$ cat config.mk
export PLATFORM = sky130hd
export DESIGN_NAME = alu_scheduler
export DESIGN_NICKNAME = d
export VERILOG_FILES = /design/src/rtl/alu_pkg.sv /design/src/rtl/alu_rr_arbiter.sv /design/src/rtl/alu_scheduler.sv
export SDC_FILE = /design/constraint.sdc
export NUM_CORES = 1
export LEC_CHECK = 0
export CORE_MARGIN = 8
export CORE_UTILIZATION = 35
export CTS_BUF_LIST = sky130_fd_sc_hd__clkbuf_4
export DETAILED_ROUTE_END_ITERATION = 16
export PLACE_DENSITY = 0.86
export SYNTH_ARGS = -nofsm -noshare
export SYNTH_HDL_FRONTEND = slang
export SYNTH_SLANG_ARGS = --single-unit
$ cat constraint.sdc
create_clock -name clk -period 2.55 [get_ports clk]
set_clock_uncertainty 0.15 [all_clocks]
set_input_delay 0.255 -clock clk [delete_from_list [all_inputs] [get_ports clk]]
set_output_delay 0.255 -clock clk [all_outputs]
set_load 0.02 [all_outputs]
$ cat src/rtl/alu_pkg.sv
// Shared definitions for the ALU scheduler: opcodes, FSM encoding and counter width.
package alu_pkg;

    localparam int unsigned CNT_W = 4;
    typedef logic [CNT_W-1:0] cnt_t;

    localparam logic [2:0] OP_ADD = 3'b000;
    localparam logic [2:0] OP_SUB = 3'b001;
    localparam logic [2:0] OP_MUL = 3'b010;
    localparam logic [2:0] OP_AND = 3'b011;
    localparam logic [2:0] OP_OR  = 3'b100;
    localparam logic [2:0] OP_XOR = 3'b101;

    typedef enum logic [1:0] {
        S_IDLE,
        S_EXEC,
        S_DONE
    } state_e;

endpackage

$ cat src/rtl/alu_rr_arbiter.sv
// Two-way arbiter with one-hot grant; round-robin by default, fixed priority
// (req0 wins ties) when ALU_SCHED_FIXED_PRIO_EN is defined.
module alu_rr_arbiter
    import alu_pkg::*;
(
    input  logic       clk,
    input  logic       rst_n,
    input  logic [1:0] req_i,
    input  logic       en_i,
    output logic [1:0] gnt_o
);

    // ptr_q == 0 favours req0, 1 favours req1
    logic ptr_q;
    logic ptr_d;

    always_comb begin
        gnt_o = '0;
`ifdef ALU_SCHED_FIXED_PRIO_EN
        if (req_i[0]) begin
            gnt_o = 2'b01;
        end else if (req_i[1]) begin
            gnt_o = 2'b10;
        end
`else
        if (req_i == 2'b11) begin
            gnt_o = ptr_q ? 2'b10 : 2'b01;
        end else begin
            gnt_o = req_i;
        end
`endif
    end

    always_comb begin
        ptr_d = ptr_q;
        if (en_i && (gnt_o != 2'b00)) begin
            ptr_d = gnt_o[0];
        end
    end

    always_ff @(posedge clk or negedge rst_n) begin
        if (!rst_n) begin
            ptr_q <= 1'b0;
        end else begin
            ptr_q <= ptr_d;
        end
    end

endmodule

$ cat src/rtl/alu_scheduler.sv
// Shares one combinational ALU between two requesters, one operation in flight.
// Define ALU_SCHED_FIXED_PRIO_EN for fixed-priority instead of round-robin arbitration.
module alu_scheduler
    import alu_pkg::*;
#(
    parameter int unsigned DATA_WIDTH = 32,
    parameter int unsigned MUL_LAT    = 2
) (
    input  logic                  clk,
    input  logic                  reset,
    input  logic                  req0_valid,
    input  logic                  req1_valid,
    output logic                  req0_ready,
    output logic                  req1_ready,
    input  logic [2:0]            req0_control,
    input  logic [2:0]            req1_control,
    input  logic [DATA_WIDTH-1:0] req0_a,
    input  logic [DATA_WIDTH-1:0] req0_b,
    input  logic [DATA_WIDTH-1:0] req1_a,
    input  logic [DATA_WIDTH-1:0] req1_b,
    output logic [2:0]            alu_control,
    output logic [DATA_WIDTH-1:0] alu_a,
    output logic [DATA_WIDTH-1:0] alu_b,
    input  logic [DATA_WIDTH-1:0] alu_result,
    output logic                  rsp_valid,
    output logic                  rsp_id,
    output logic [DATA_WIDTH-1:0] rsp_result,
    input  logic                  rsp_ready
);

    localparam cnt_t MUL_CNT = cnt_t'(MUL_LAT);

    state_e                state_q, state_d;
    cnt_t                  cnt_q, cnt_d;
    logic [2:0]            ctrl_q, ctrl_d;
    logic [DATA_WIDTH-1:0] a_q, a_d, b_q, b_d;
    logic                  id_q, id_d;
    logic                  rsp_valid_q, rsp_valid_d;
    logic                  rsp_id_q, rsp_id_d;
    logic [DATA_WIDTH-1:0] rsp_result_q, rsp_result_d;

    logic                  idle;
    logic [1:0]            gnt;
    logic [2:0]            sel_ctrl;
    logic [DATA_WIDTH-1:0] sel_a, sel_b;

    assign idle = (state_q == S_IDLE);

    // Requests are masked outside IDLE so ready and the pointer only move on a real accept.
    alu_rr_arbiter u_arb (
        .clk   (clk),
        .rst_n (reset),
        .req_i ({req1_valid, req0_valid} & {2{idle}}),
        .en_i  (idle),
        .gnt_o (gnt)
    );

    assign req0_ready = gnt[0];
    assign req1_ready = gnt[1];
    assign sel_ctrl   = gnt[1] ? req1_control : req0_control;
    assign sel_a      = gnt[1] ? req1_a : req0_a;
    assign sel_b      = gnt[1] ? req1_b : req0_b;

    assign alu_control = ctrl_q;
    assign alu_a       = a_q;
    assign alu_b       = b_q;
    assign rsp_valid   = rsp_valid_q;
    assign rsp_id      = rsp_id_q;
    assign rsp_result  = rsp_result_q;

    always_comb begin
        state_d      = state_q;
        cnt_d        = cnt_q;
        ctrl_d       = ctrl_q;
        a_d          = a_q;
        b_d          = b_q;
        id_d         = id_q;
        rsp_valid_d  = rsp_valid_q;
        rsp_id_d     = rsp_id_q;
        rsp_result_d = rsp_result_q;
        unique case (state_q)
            S_IDLE: begin
                if (gnt != 2'b00) begin
                    ctrl_d  = sel_ctrl;
                    a_d     = sel_a;
                    b_d     = sel_b;
                    id_d    = gnt[1];
                    cnt_d   = (sel_ctrl == OP_MUL) ? MUL_CNT : cnt_t'(1);
                    state_d = S_EXEC;
                end
            end
            S_EXEC: begin
                if (cnt_q == cnt_t'(1)) begin
                    rsp_result_d = alu_result;
                    rsp_id_d     = id_q;
                    rsp_valid_d  = 1'b1;
                    state_d      = S_DONE;
                end else begin
                    cnt_d = cnt_q - cnt_t'(1);
                end
            end
            S_DONE: begin
                if (rsp_ready) begin
                    rsp_valid_d = 1'b0;
                    state_d     = S_IDLE;
                end
            end
            default: state_d = S_IDLE;
        endcase
    end

    always_ff @(posedge clk or negedge reset) begin
        if (!reset) begin
            state_q      <= S_IDLE;
            cnt_q        <= '0;
            ctrl_q       <= '0;
            a_q          <= '0;
            b_q          <= '0;
            id_q         <= 1'b0;
            rsp_valid_q  <= 1'b0;
            rsp_id_q     <= 1'b0;
            rsp_result_q <= '0;
        end else begin
            state_q      <= state_d;
            cnt_q        <= cnt_d;
            ctrl_q       <= ctrl_d;
            a_q          <= a_d;
            b_q          <= b_d;
            id_q         <= id_d;
            rsp_valid_q  <= rsp_valid_d;
            rsp_id_q     <= rsp_id_d;
            rsp_result_q <= rsp_result_d;
        end
    end

endmodule

== Yosys cells after proc, flatten, opt, wreduce, memory -nomap -nowiden ==
Index checks and enable logic that the tools add are counted.
Storage, ports and cells
  bits in registers: 109
  bits in latches: 0
  memory bits (writable): 0
  bits in read-only memories: 0
  input bits: 171
  logic and storage cells: 47
  memories kept: 0
Cells by class
  $add $sub $neg: 1
  multipliers: 0
  div/mod/pow operators: 0
  magnitude comparators: 0
  equal/unequal tests: 9
  shift-type cells: 0
  muxes and demuxes: 16
  bitwise operators: 1
  reductions and logical operators: 10
Operators with widths (number)
  $mux W32: 2
  $mux W2: 6
  $reduce_and A3 Y1: 3
  $mux W4: 2
  $pmux W4 S2: 1
  $ne A2 B2 Y1 const B: 3
  $pmux W2 S3: 1
  $reduce_bool A2 Y1: 3
  $eq A2 B2 Y1 const B: 2
  $eq A4 B1 Y1 const B: 1
  $reduce_and A2 Y1: 2
  $sub A4 B1 Y4 const B: 1
  $eq A3 B2 Y1 const B: 1
  $mux W3: 1
  $and A2 B2 Y2: 1
  $eq A2 B1 Y1 const B: 1
  $logic_not A2 Y1: 1
  $mux W1: 2
  $ne A2 B1 Y1 const B: 1
  $pmux W1 S2: 1
  $logic_and A1 B1 Y1: 1

== Logic depth before layout (Yosys ltp) ==
Gate-level depths: netlist (run 1).
  word-level depth: 9
  depth in mapped cells: 6
  gate-level depth less buffers: 6

== Cells and area by module ==
A second synthesis (run 1) with hierarchy kept.
Unflattened totals
  cell total of the unflattened synthesis: 337
  area total of the unflattened synthesis: 5215.0 µm²
Modules (own cells, without submodules)
  alu_scheduler: instances 1, cells each 331, area each 5159.9 µm², seq. area each 2702.6 µm²
  alu_rr_arbiter: instances 1, cells each 6, area each 55.1 µm², seq. area each 25.0 µm²

== Worst setup path after synthesis (run 1) ==
OpenSTA, ideal clock, no wires.
  kind: register to register
  start point: register cnt_q[1]
  end point: register cnt_q[0]
  library setup time: 121 ps
  data arrival time: 1483 ps
  required time: 2279 ps
  path slack: 796 ps
  stages on the path, launching flop included: 7
  path buffers: 0
  period minus slack after synthesis: 1754 ps
  path through: dfrtp_1 > inv_1 > ha_1 > or3b_1 > a22oi_2 > a21oi_1 > a22o_1
On the way
  cells in the longest elaborated chain, start to end: 3
RTL lines
  start: declaration: line alu_scheduler.sv:34  | cnt_t cnt_q, cnt_d;
  start signal: assignment: line alu_scheduler.sv:125  | cnt_q <= cnt_d;
  $eq A4 B1 Y1: line alu_scheduler.sv:93  | if (cnt_q == cnt_t'(1)) begin
  $ne A2 B2 Y1 (no source line)
  $reduce_and A3 Y1 (no source line)
No other way between the ends.
A chain may end at the register's enable or synchronous reset.

== Worst setup path after layout (run 1) ==
  start point: register state_q[0]
  end point: output req0_ready
On the way
  cells in the longest elaborated chain, start to end: 4
RTL lines
  start: declaration: line alu_scheduler.sv:33  | state_e state_q, state_d;
  start signal: assignment: line alu_scheduler.sv:124  | state_q <= state_d;
  $logic_not A2 Y1 *: line alu_scheduler.sv:47  | assign idle = (state_q == S_IDLE);
  $and A2 B2 Y2 *: line alu_scheduler.sv:53  | .req_i ({req1_valid, req0_valid} & {2{idle}}),
  $eq A2 B2 Y1: line alu_rr_arbiter.sv:26  | if (req_i == 2'b11) begin
  $mux W2 *: line alu_rr_arbiter.sv:26
  end: declaration: line alu_scheduler.sv:13  | output logic req0_ready,
Every way passes the cells marked *; elsewhere a longest branch is shown, timed or not.

==> results.sh, run 1 <==
export IMPL_muxShareOfSynthArea_pct=23.5
export IMPL_cts_clk_slew_worst_paths_ns=0.17
export IMPL_crit_family="buffers and inverters"
export IMPL_dieArea_um2=18100
export IMPL_drc=0
export IMPL_port_buffers=273
export IMPL_synth_compound_area_share_pct=7.81
export IMPL_yosys_warnings=0
export IMPL_ys_seq_area_share_pct=55.5
export IMPL_antenna_left=0
export IMPL_synth_top_family_by_area="multiplexers"
export IMPL_yosysUniqueCellTypes=30
export IMPL_period_share_pct=93.8
export IMPL_use_met3_pct=5.94
export IMPL_grt_met1_usage_pct=17.7
export IMPL_cts_tree="yes"
export IMPL_max_stage_delay_ns=0.60
export IMPL_tns_ns=0
export IMPL_stdcell_count=863
export IMPL_post_drt_wl_per_cell_um=17.7
export IMPL_power_static_leakage_nw=3.80
export IMPL_synth_cells=413
export IMPL_timing_max_cap_violations=0
export IMPL_synth_edff_count=0
export IMPL_fillCellCount=1128
export IMPL_design_area_um2=7950
export IMPL_path_cells="nor2_4 -> nand3_1 -> inv_1 -> clkdlybuf4s50_1"
export IMPL_hold_path_class="primary input to async pin"
export IMPL_power_density_nw_per_um2=1130
export IMPL_cts_setup_buffers=0
export IMPL_netlist_area_um2=4920
export IMPL_grt_first_pass_wirelength_um=23500
export IMPL_criticalPathCategory="flop to output pin"
export IMPL_core_region_area_um2=13800
export IMPL_place_hpwl_um=12300
export IMPL_place_area_um2=7820
export IMPL_area_delta_synth_final_pct=61.7
export IMPL_grt_util_all_layers_pct=16.5
export IMPL_clk_path_buf_depth=2
export IMPL_num_rows=43
export IMPL_setup_viol=0
export IMPL_grt_most_used_layer="met2"
export IMPL_globalRouteOverflowTotal=0
export IMPL_numCtsBuffers=9
export IMPL_worstPathMaxFanout=5
export IMPL_regArea_um2=2730
export IMPL_fmax_ghz=0.418
export IMPL_synth_xor_area_share_pct=0.356
export IMPL_tightest_slew_ns=0.672
export IMPL_synthAdderAreaFrac_pct=0.509
export IMPL_drv_slew=0
export IMPL_async_reset_ff_share_pct=100
export IMPL_critPathSlowestCell="clkdlybuf4s50_1"
export IMPL_synthFlopType="dfrtp_1"
export IMPL_synthSimpleGateAreaFrac_pct=8.20
export IMPL_drive_gt1_share_pct=8.49
export IMPL_crit_start="state_q[0]$_DFFE_PN0P_"
export IMPL_die_w_um=135
export IMPL_grt_pass1_vias=4434
export IMPL_status="complete, no violations"
export IMPL_vias=4006
export IMPL_avgSynthCellArea_um2=11.9
export IMPL_routed_wl_um=15300
export IMPL_dr_pass1_iters=4
export IMPL_cts_sinks=109
export IMPL_critPathBufInv=2
export IMPL_rsz0062_at_grt="no"
export IMPL_final_cell_mix="clkdlybuf4s50_1 (272), dfrtp_1 (109), nand2_1 (73), o21ai_0 (69), mux2i_1 (68)"
export IMPL_antennaDiodeCount=0
export IMPL_ys_ff_latch=109
export IMPL_r2r_start="state_q[1]$_DFFE_PN0P_"
export IMPL_grt_use_met2_pct=29.5
export IMPL_die_h_um=135
export IMPL_slew_headroom_pct=55.2
export IMPL_grt_max_degree=78
export IMPL_power_w=0.00902
export IMPL_place_congestion=0.786
export IMPL_critPathRequiredTime_ns=2.14
export IMPL_layout_commonest_cell="clkdlybuf4s50_1"
export IMPL_hold_viol_final=0
export IMPL_cts_htree_levels=3
export IMPL_grt_antenna_before_repair=0
export IMPL_place_inst=847
export IMPL_fin_nets=852
export IMPL_cp_arrival_ns=1.99
export IMPL_min_period_ns=2.39
export IMPL_start_util_pct=35.6
export IMPL_drt_iter0_markers=86
export IMPL_endpoint_kind="output pin"
export IMPL_io_pins=274
export IMPL_peakVddDrop_v=0.000518
export IMPL_cp_start_kind="flop"
export IMPL_multi_input_area_um2=2000
export IMPL_vias_per_cell=4.64
export IMPL_insertion_delay_ns=0.46
export IMPL_root_buffer="clkbuf_4"
export IMPL_synth_nets=586
==> cell type report <==
class,count,area share [%]
Clock buffer,9,0.850
Clock inverter,6,0.677
Inverter,7,0.331
Multi-Input combinational cell,271,25.2
Sequential cell,109,34.3
Tap cell,180,2.83
Timing Repair Buffer,281,35.8
==> cell families after synthesis <==
| group | after synthesis |
|---|---|
| simple gates | 92 |
| buf+inv | 33 |
| mux | 101 |
| fa+ha+maj | 2 |
| compound gates | 74 |
| xor+xnor | 2 |
| flops | 109 |
==> timing repair <==
item,in CTS,in global routing
setup endpoints to repair,0,0
hold buffers,1,0
gates resized for setup,0,0
hold endpoints to repair,109,0
==> layer usage <==
metal	wire, um	share of wire [%]
met5	0	0
met4	188	1.2
met3	1300	8.5
met2	7880	52
met1	5900	39
==> synthesized netlist by cell type (2+ instances only) <==
cell type / instances / area share [%]
buf_6: 4 / 0.92
buf_2: 2 / 0.20
nor4b_1: 2 / 0.36
inv_1: 7 / 0.53
xor2_1: 2 / 0.36
dfrtp_1: 109 / 55
mux2_2: 5 / 1.1
nand2b_1: 2 / 0.25
o21ai_0: 69 / 7.0
buf_4: 12 / 1.8
a21oi_1: 2 / 0.20
buf_1: 2 / 0.15
nand3_1: 4 / 0.41
nor2_1: 3 / 0.23
ha_1: 2 / 0.51
clkbuf_1: 6 / 0.46
nand2_1: 73 / 5.6
mux2_4: 28 / 8.6
mux2i_1: 68 / 14
==> flip-flops by register name, indices dropped and copies added, names as in the netlist <==
register,flops
id_q,1
alu_b,32
state_q,2
alu_control,3
rsp_id,1
rsp_valid,1
u_arb.ptr_q,1
cnt_q,4
alu_a,32
rsp_result,32
==> power breakdown <==
part | internal (W) | switching [W] | total (W)
logic | 0.00259 | 0.00254 | 0.00513
registers | 0.00258 | 0.000486 | 0.00306
clock network | 0.000286 | 0.000538 | 0.000824
==> per-stage QoR <==
step	setup WS [ns]	utilization (%)	hold slack (ns)
2_1_floorplan	0.796	-	-0.191
3_3_place_gp	0.497	56.5	0.0553
3_5_place_dp	0.430	56.5	0.0630
4_1_cts	0.0832	57.5	0.0633
5_1_grt	0.0114	57.5	0.0952
6_report	0.158	57.5	0.113
==> final timing paths <==
kind,cells after the start,end,slack (ns)
max,4,req0_ready,0.16
min in group clk,2,rsp_result[21]$_DFFE_PN0P_,0.25
max in group asynchronous,3,alu_b[25]$_DFFE_PN0P_,1.50
min reg2reg,2,alu_a[27]$_DFFE_PN0P_,0.34
min,2,alu_b[9]$_DFFE_PN0P_,0.11
max reg2reg,3,rsp_result[6]$_DFFE_PN0P_,0.51
(Power assumes the default switching activity.)
==> run 2: changes to the inputs <==
Settings changed: CORE_ASPECT_RATIO set to 0.6, GPL_TIMING_DRIVEN set to 0.
==> results.sh, run 2 (synthesis results as in run 1) <==
export IMPL_power_w=0.00929
export IMPL_met1_length_um=6780
export IMPL_tightest_slew_ns=0.811
export IMPL_final_cell_mix="clkdlybuf4s50_1 (271), dfrtp_1 (109), nand2_1 (73), o21ai_0 (69), mux2i_1 (68)"
export IMPL_core_region_area_um2=13700
export IMPL_drive_gt1_share_pct=10.5
export IMPL_holdPathEnd="state_q[1]$_DFFE_PN0P_"
export IMPL_hold_path_class="primary input to flop"
export IMPL_max_stage_delay_ns=0.62
export IMPL_grt_pass1_vias=4796
export IMPL_start_util_pct=35.9
export IMPL_grt_util_all_layers_pct=17.7
export IMPL_grt_first_pass_wirelength_um=25700
export IMPL_worstPathMaxFanout=5
export IMPL_numCtsBuffers=9
export IMPL_cts_clk_slew_worst_paths_ns=0.18
export IMPL_cts_setup_buffers=0
export IMPL_period_share_pct=93.5
export IMPL_holdWs_ns=0.240
export IMPL_die_w_um=169
export IMPL_drv_slew=0
export IMPL_antennaDiodeCount=0
export IMPL_die_h_um=108
export IMPL_grt_antenna_before_repair=0
export IMPL_num_rows=33
export IMPL_insertion_delay_ns=0.45
export IMPL_path_cells="nor2_4 -> nand3_1 -> inv_1 -> clkdlybuf4s50_1"
export IMPL_area_delta_synth_final_pct=64.4
export IMPL_min_period_ns=2.38
export IMPL_r2r_start="cnt_q[1]$_DFFE_PN0P_"
export IMPL_holdPathStages=2
export IMPL_critPathRequiredTime_ns=2.14
export IMPL_vias_per_cell=4.66
export IMPL_layout_commonest_cell="clkdlybuf4s50_1"
export IMPL_fin_nets=872
export IMPL_critPathSlowestCell="clkdlybuf4s50_1"
export IMPL_hold_viol_final=0
export IMPL_power_static_leakage_nw=3.87
export IMPL_design_area_um2=8080
export IMPL_regToRegSetupSlack_ns=0.63
export IMPL_routed_wl_um=16500
export IMPL_multi_input_area_um2=1990
export IMPL_port_buffers=273
export IMPL_drt_iter0_markers=178
export IMPL_criticalPathCategory="flop to output pin"
export IMPL_globalRouteOverflowTotal=0
export IMPL_cts_sinks=109
export IMPL_root_buffer="clkbuf_4"
export IMPL_place_hpwl_um=13500
export IMPL_slew_headroom_pct=45.9
export IMPL_cp_arrival_ns=1.98
export IMPL_grt_max_degree=63
export IMPL_fillCellCount=1140
export IMPL_regArea_um2=2730
export IMPL_io_pins=274
export IMPL_endpoint_kind="output pin"
export IMPL_dr_pass1_iters=4
export IMPL_rsz0062_at_grt="no"
export IMPL_hp_start="rsp_ready"
export IMPL_fmax_ghz=0.419
export IMPL_pre_cts_slack_ns=0.153
export IMPL_finalWorstSetupSlack_ns=0.166
export IMPL_worst_r2r_endpoint="cnt_q[0]$_DFFE_PN0P_"
export IMPL_place_area_um2=7910
export IMPL_cts_htree_levels=3
export IMPL_route_met2_wl_um=8420
export IMPL_power_density_nw_per_um2=1150
export IMPL_highest_layer="met4"
export IMPL_setup_viol=0
export IMPL_route_met3_wl_um=1120
export IMPL_status="complete, no violations"
export IMPL_cts_tree="yes"
export IMPL_reg2reg_depth=6
export IMPL_cp_start_kind="flop"
export IMPL_drc=0
export IMPL_antenna_left=0
export IMPL_dieArea_um2=18200
export IMPL_clk_path_buf_depth=2
export IMPL_timing_max_cap_violations=0
export IMPL_vias=4171
export IMPL_post_drt_wl_per_cell_um=18.4
export IMPL_peakVddDrop_v=0.000564
export IMPL_place_congestion=0.855
[run 2: changes by cell type in the layout (fill, tap and decap cells not counted), moves of 2 or more]
cell	delta
buf_4	+8
buf_6	+5
clkinv_1	-4
buf_1	+2
clkinv_4	+2
buf_12	-4
buf_2	+2
clkbuf_1	+6
inv_8	+2
[run 2: final cells by class]
type / instances / area share [%]
buffer: 26 / 2.21
clock buffer: 10 / 0.929
clock inverter: 6 / 0.976
inverter: 7 / 0.325
multi-input combinational: 271 / 24.6
sequential: 109 / 33.8
tap: 192 / 2.97
timing repair buffer: 275 / 34.2
[run 2: worst max path at each step]
stage / from / to / slack [ns] / cells after the start
after floorplan: cnt_q[1]$_DFFE_PN0P_ / cnt_q[0]$_DFFE_PN0P_ / 0.80 / 6
after global placement: reset / alu_a[6]$_DFFE_PN0P_ / -2.88 / 1
after detailed placement: req0_valid / req1_ready / 0.15 / 7
after CTS: state_q[0]$_DFFE_PN0P_ / req1_ready / 0.12 / 6
after global routing: state_q[0]$_DFFE_PN0P_ / req0_ready / 0.03 / 4
final: state_q[0]$_DFFE_PN0P_ / req0_ready / 0.17 / 4
[run 2: report_power, final]
part | switching (W) | leakage [nW] | internal [W]
clock | 0.000598 | 0.0850 | 0.000332
sequential | 0.000487 | 1.32 | 0.00258
combinational | 0.00265 | 2.46 | 0.00264
[run 2: routing by layer]
metal	global-route usage (%)	vias to the layer above
met5	0	-
met4	3.52	0
met3	5.49	11
met2	31.9	132
met1	20.5	2039
li1	-	1989
[run 2: timing repair]
| action | in CTS | in global routing |
|---|---|---|
| hold buffers | 1 | 0 |
| setup endpoints to repair | 1 | 1 |
| endpoints found under the hold margin | 61 | 0 |
| cloned | 0 | 0 |
| gates resized for setup | 1 | 1 |
[run 2: through the flow]
stage,util (%),cells,TNS [ns]
after detailed placement,57.7,879,0
after CTS,58.9,896,0
final,58.9,896,0
after global routing,58.9,896,0
after floorplan,-,413,0
after global placement,57.5,878,-312.37
[run 2: critical path: cells and delay by family, from the launching register on]
kind          cells  cell delay, ns
buf+inv           2            0.72
simple gates      2            0.36
flops             1            0.45
==> run 3: changes to the inputs <==
Settings changed: SLEW_MARGIN set to 40.
==> results.sh, run 3 (synthesis results as in run 1) <==
export IMPL_core_region_area_um2=13700
export IMPL_p_int_w=0.00542
export IMPL_layout_commonest_cell="clkdlybuf4s50_1"
export IMPL_antennaDiodeCount=0
export IMPL_holdWs_ns=0.160
export IMPL_clk_path_buf_depth=2
export IMPL_design_area_um2=8050
export IMPL_place_area_um2=7920
export IMPL_combinationalPowerShare_pct=57.8
export IMPL_fillCellCount=1136
export IMPL_timing_max_cap_violations=0
export IMPL_cp_start_kind="flop"
export IMPL_regArea_um2=2730
export IMPL_criticalPathCategory="flop to output pin"
export IMPL_grt_pass1_vias=4835
export IMPL_vias_per_cell=4.72
export IMPL_critPathSlowestCell="clkdlybuf4s50_1"
export IMPL_setup_viol=0
export IMPL_dieArea_um2=18200
export IMPL_power_net_switching_w=0.00373
export IMPL_insertion_delay_ns=0.46
export IMPL_endpoint_kind="output pin"
export IMPL_period_share_pct=93.1
export IMPL_grt_antenna_before_repair=0
export IMPL_power_w=0.00916
export IMPL_post_drt_wl_per_cell_um=18.5
export IMPL_cts_htree_levels=3
export IMPL_area_delta_synth_final_pct=63.7
export IMPL_cp_arrival_ns=1.97
export IMPL_fin_nets=872
export IMPL_numCtsBuffers=9
export IMPL_port_buffers=273
export IMPL_worst_r2r_endpoint="cnt_q[0]$_DFFE_PN0P_"
export IMPL_drc=0
export IMPL_io_pins=274
export IMPL_slew_headroom_pct=67.1
export IMPL_worstPathMaxFanout=5
export IMPL_peakVddDrop_v=0.000485
export IMPL_hold_viol_final=0
export IMPL_start_util_pct=35.9
export IMPL_fmax_ghz=0.421
export IMPL_cts_clk_slew_worst_paths_ns=0.18
export IMPL_root_buffer="clkbuf_4"
export IMPL_grt_max_degree=63
export IMPL_critPathRequiredTime_ns=2.14
export IMPL_drive_gt1_share_pct=10.4
export IMPL_hold_path_class="primary input to async pin"
export IMPL_reg2reg_depth=6
export IMPL_r2r_start="cnt_q[1]$_DFFE_PN0P_"
export IMPL_routed_wl_um=16600
export IMPL_grt_util_all_layers_pct=18.0
export IMPL_multi_input_area_um2=1990
export IMPL_place_inst=879
export IMPL_drv_slew=0
export IMPL_p_clk_share_pct=8.7
export IMPL_vias=4227
export IMPL_cts_setup_buffers=0
export IMPL_netSwitchingFraction_pct=40.8
export IMPL_globalRouteOverflowTotal=0
export IMPL_antenna_left=0
export IMPL_dr_pass1_iters=4
export IMPL_die_h_um=108
export IMPL_final_cell_mix="clkdlybuf4s50_1 (271), dfrtp_1 (109), nand2_1 (73), o21ai_0 (69), mux2i_1 (68)"
export IMPL_die_w_um=169
export IMPL_cts_tree="yes"
export IMPL_power_static_leakage_nw=3.85
export IMPL_min_period_ns=2.37
export IMPL_path_cells="nor2_4 -> nand3_1 -> inv_1 -> clkdlybuf4s50_1"
export IMPL_num_rows=33
export IMPL_place_hpwl_um=13500
export IMPL_p_seq_share_pct=33.5
export IMPL_power_density_nw_per_um2=1140
export IMPL_rsz0062_at_grt="no"
export IMPL_drt_iter0_markers=169
export IMPL_place_congestion=0.855
export IMPL_stdcell_count=895
export IMPL_grt_first_pass_wirelength_um=26000
export IMPL_status="complete, no violations"
export IMPL_tightest_slew_ns=0.493
export IMPL_cts_sinks=109
export IMPL_max_stage_delay_ns=0.62
export IMPL_regToRegSetupSlack_ns=0.63
[run 3: cell types whose count changed in the layout (fill, tap and decap cells not counted), sizes merged]
cell,previous run,this run
bufinv,1,0
clkbuf,16,15
clkinv,2,3
clkinvlp,0,1
inv,10,9
[run 3: critical path: cells and delay by family, from the launching register on]
kind	cells	cell delay (ns)
flip-flops	1	0.45
AND/OR/NAND/NOR	2	0.36
buffers and inverters	2	0.71
[run 3: how the worst max path moves through the flow]
stage                                      start                   end  slack (ns)  depth (start not counted)
after floorplan             cnt_q[1]$_DFFE_PN0P_  cnt_q[0]$_DFFE_PN0P_        0.80                          6
after global placement                     reset  alu_a[6]$_DFFE_PN0P_       -2.88                          1
after detailed placement              req0_valid            req1_ready        0.16                          7
after CTS                 state_q[1]$_DFFE_PN0P_            req1_ready        0.13                          6
after global routing      state_q[0]$_DFFE_PN0P_            req0_ready       0.006                          4
final                     state_q[0]$_DFFE_PN0P_            req0_ready        0.18                          4
[run 3: what timing repair did]
action,in CTS,in global routing
hold buffers,1,0
pin swaps,0,0
resized for setup,1,1
hold endpoints to repair,109,0
setup endpoints to repair,1,1
[run 3: cell type report]
| cell class | instances | area share, % |
|---|---|---|
| multi-input combinational | 271 | 24.7 |
| clock buffer | 9 | 0.839 |
| sequential | 109 | 33.9 |
| timing repair buffer | 275 | 34.5 |
| tap | 192 | 2.98 |
| clock inverter | 6 | 0.591 |
| buffer | 26 | 2.22 |
| inverter | 7 | 0.326 |
[run 3: power groups by stage]
stage / sequential (W) / clock [W] / combinational, W
5_1_grt: 0.00317 / 0.000897 / 0.00566
6_report: 0.00307 / 0.000794 / 0.00530
3_3_place_gp: 0.00304 / 0 / 0.00522
4_1_cts: 0.00307 / 0.000828 / 0.00537
3_5_place_dp: 0.00310 / 0 / 0.00535
2_1_floorplan: 0.00402 / 0 / 0.00185
[run 3: stage by stage]
step / setup TNS, ns / util [%] / worst slack, ns
floorplan: 0 / - / 0.796
global placement: -312.37 / 57.5 / -2.88
detailed placement: 0 / 57.8 / 0.159
CTS: 0 / 58.7 / 0.126
global route: 0 / 58.7 / 0.00639
finish: 0 / 58.7 / 0.175
[run 3: per-layer routing]
| layer | wire, um | GRT usage, % |
|---|---|---|
| met2 | 8480 | 32.1 |
| met5 | 0 | 0 |
| met1 | 6660 | 20.7 |
| met4 | 282 | 4.84 |
| met3 | 1160 | 5.64 |
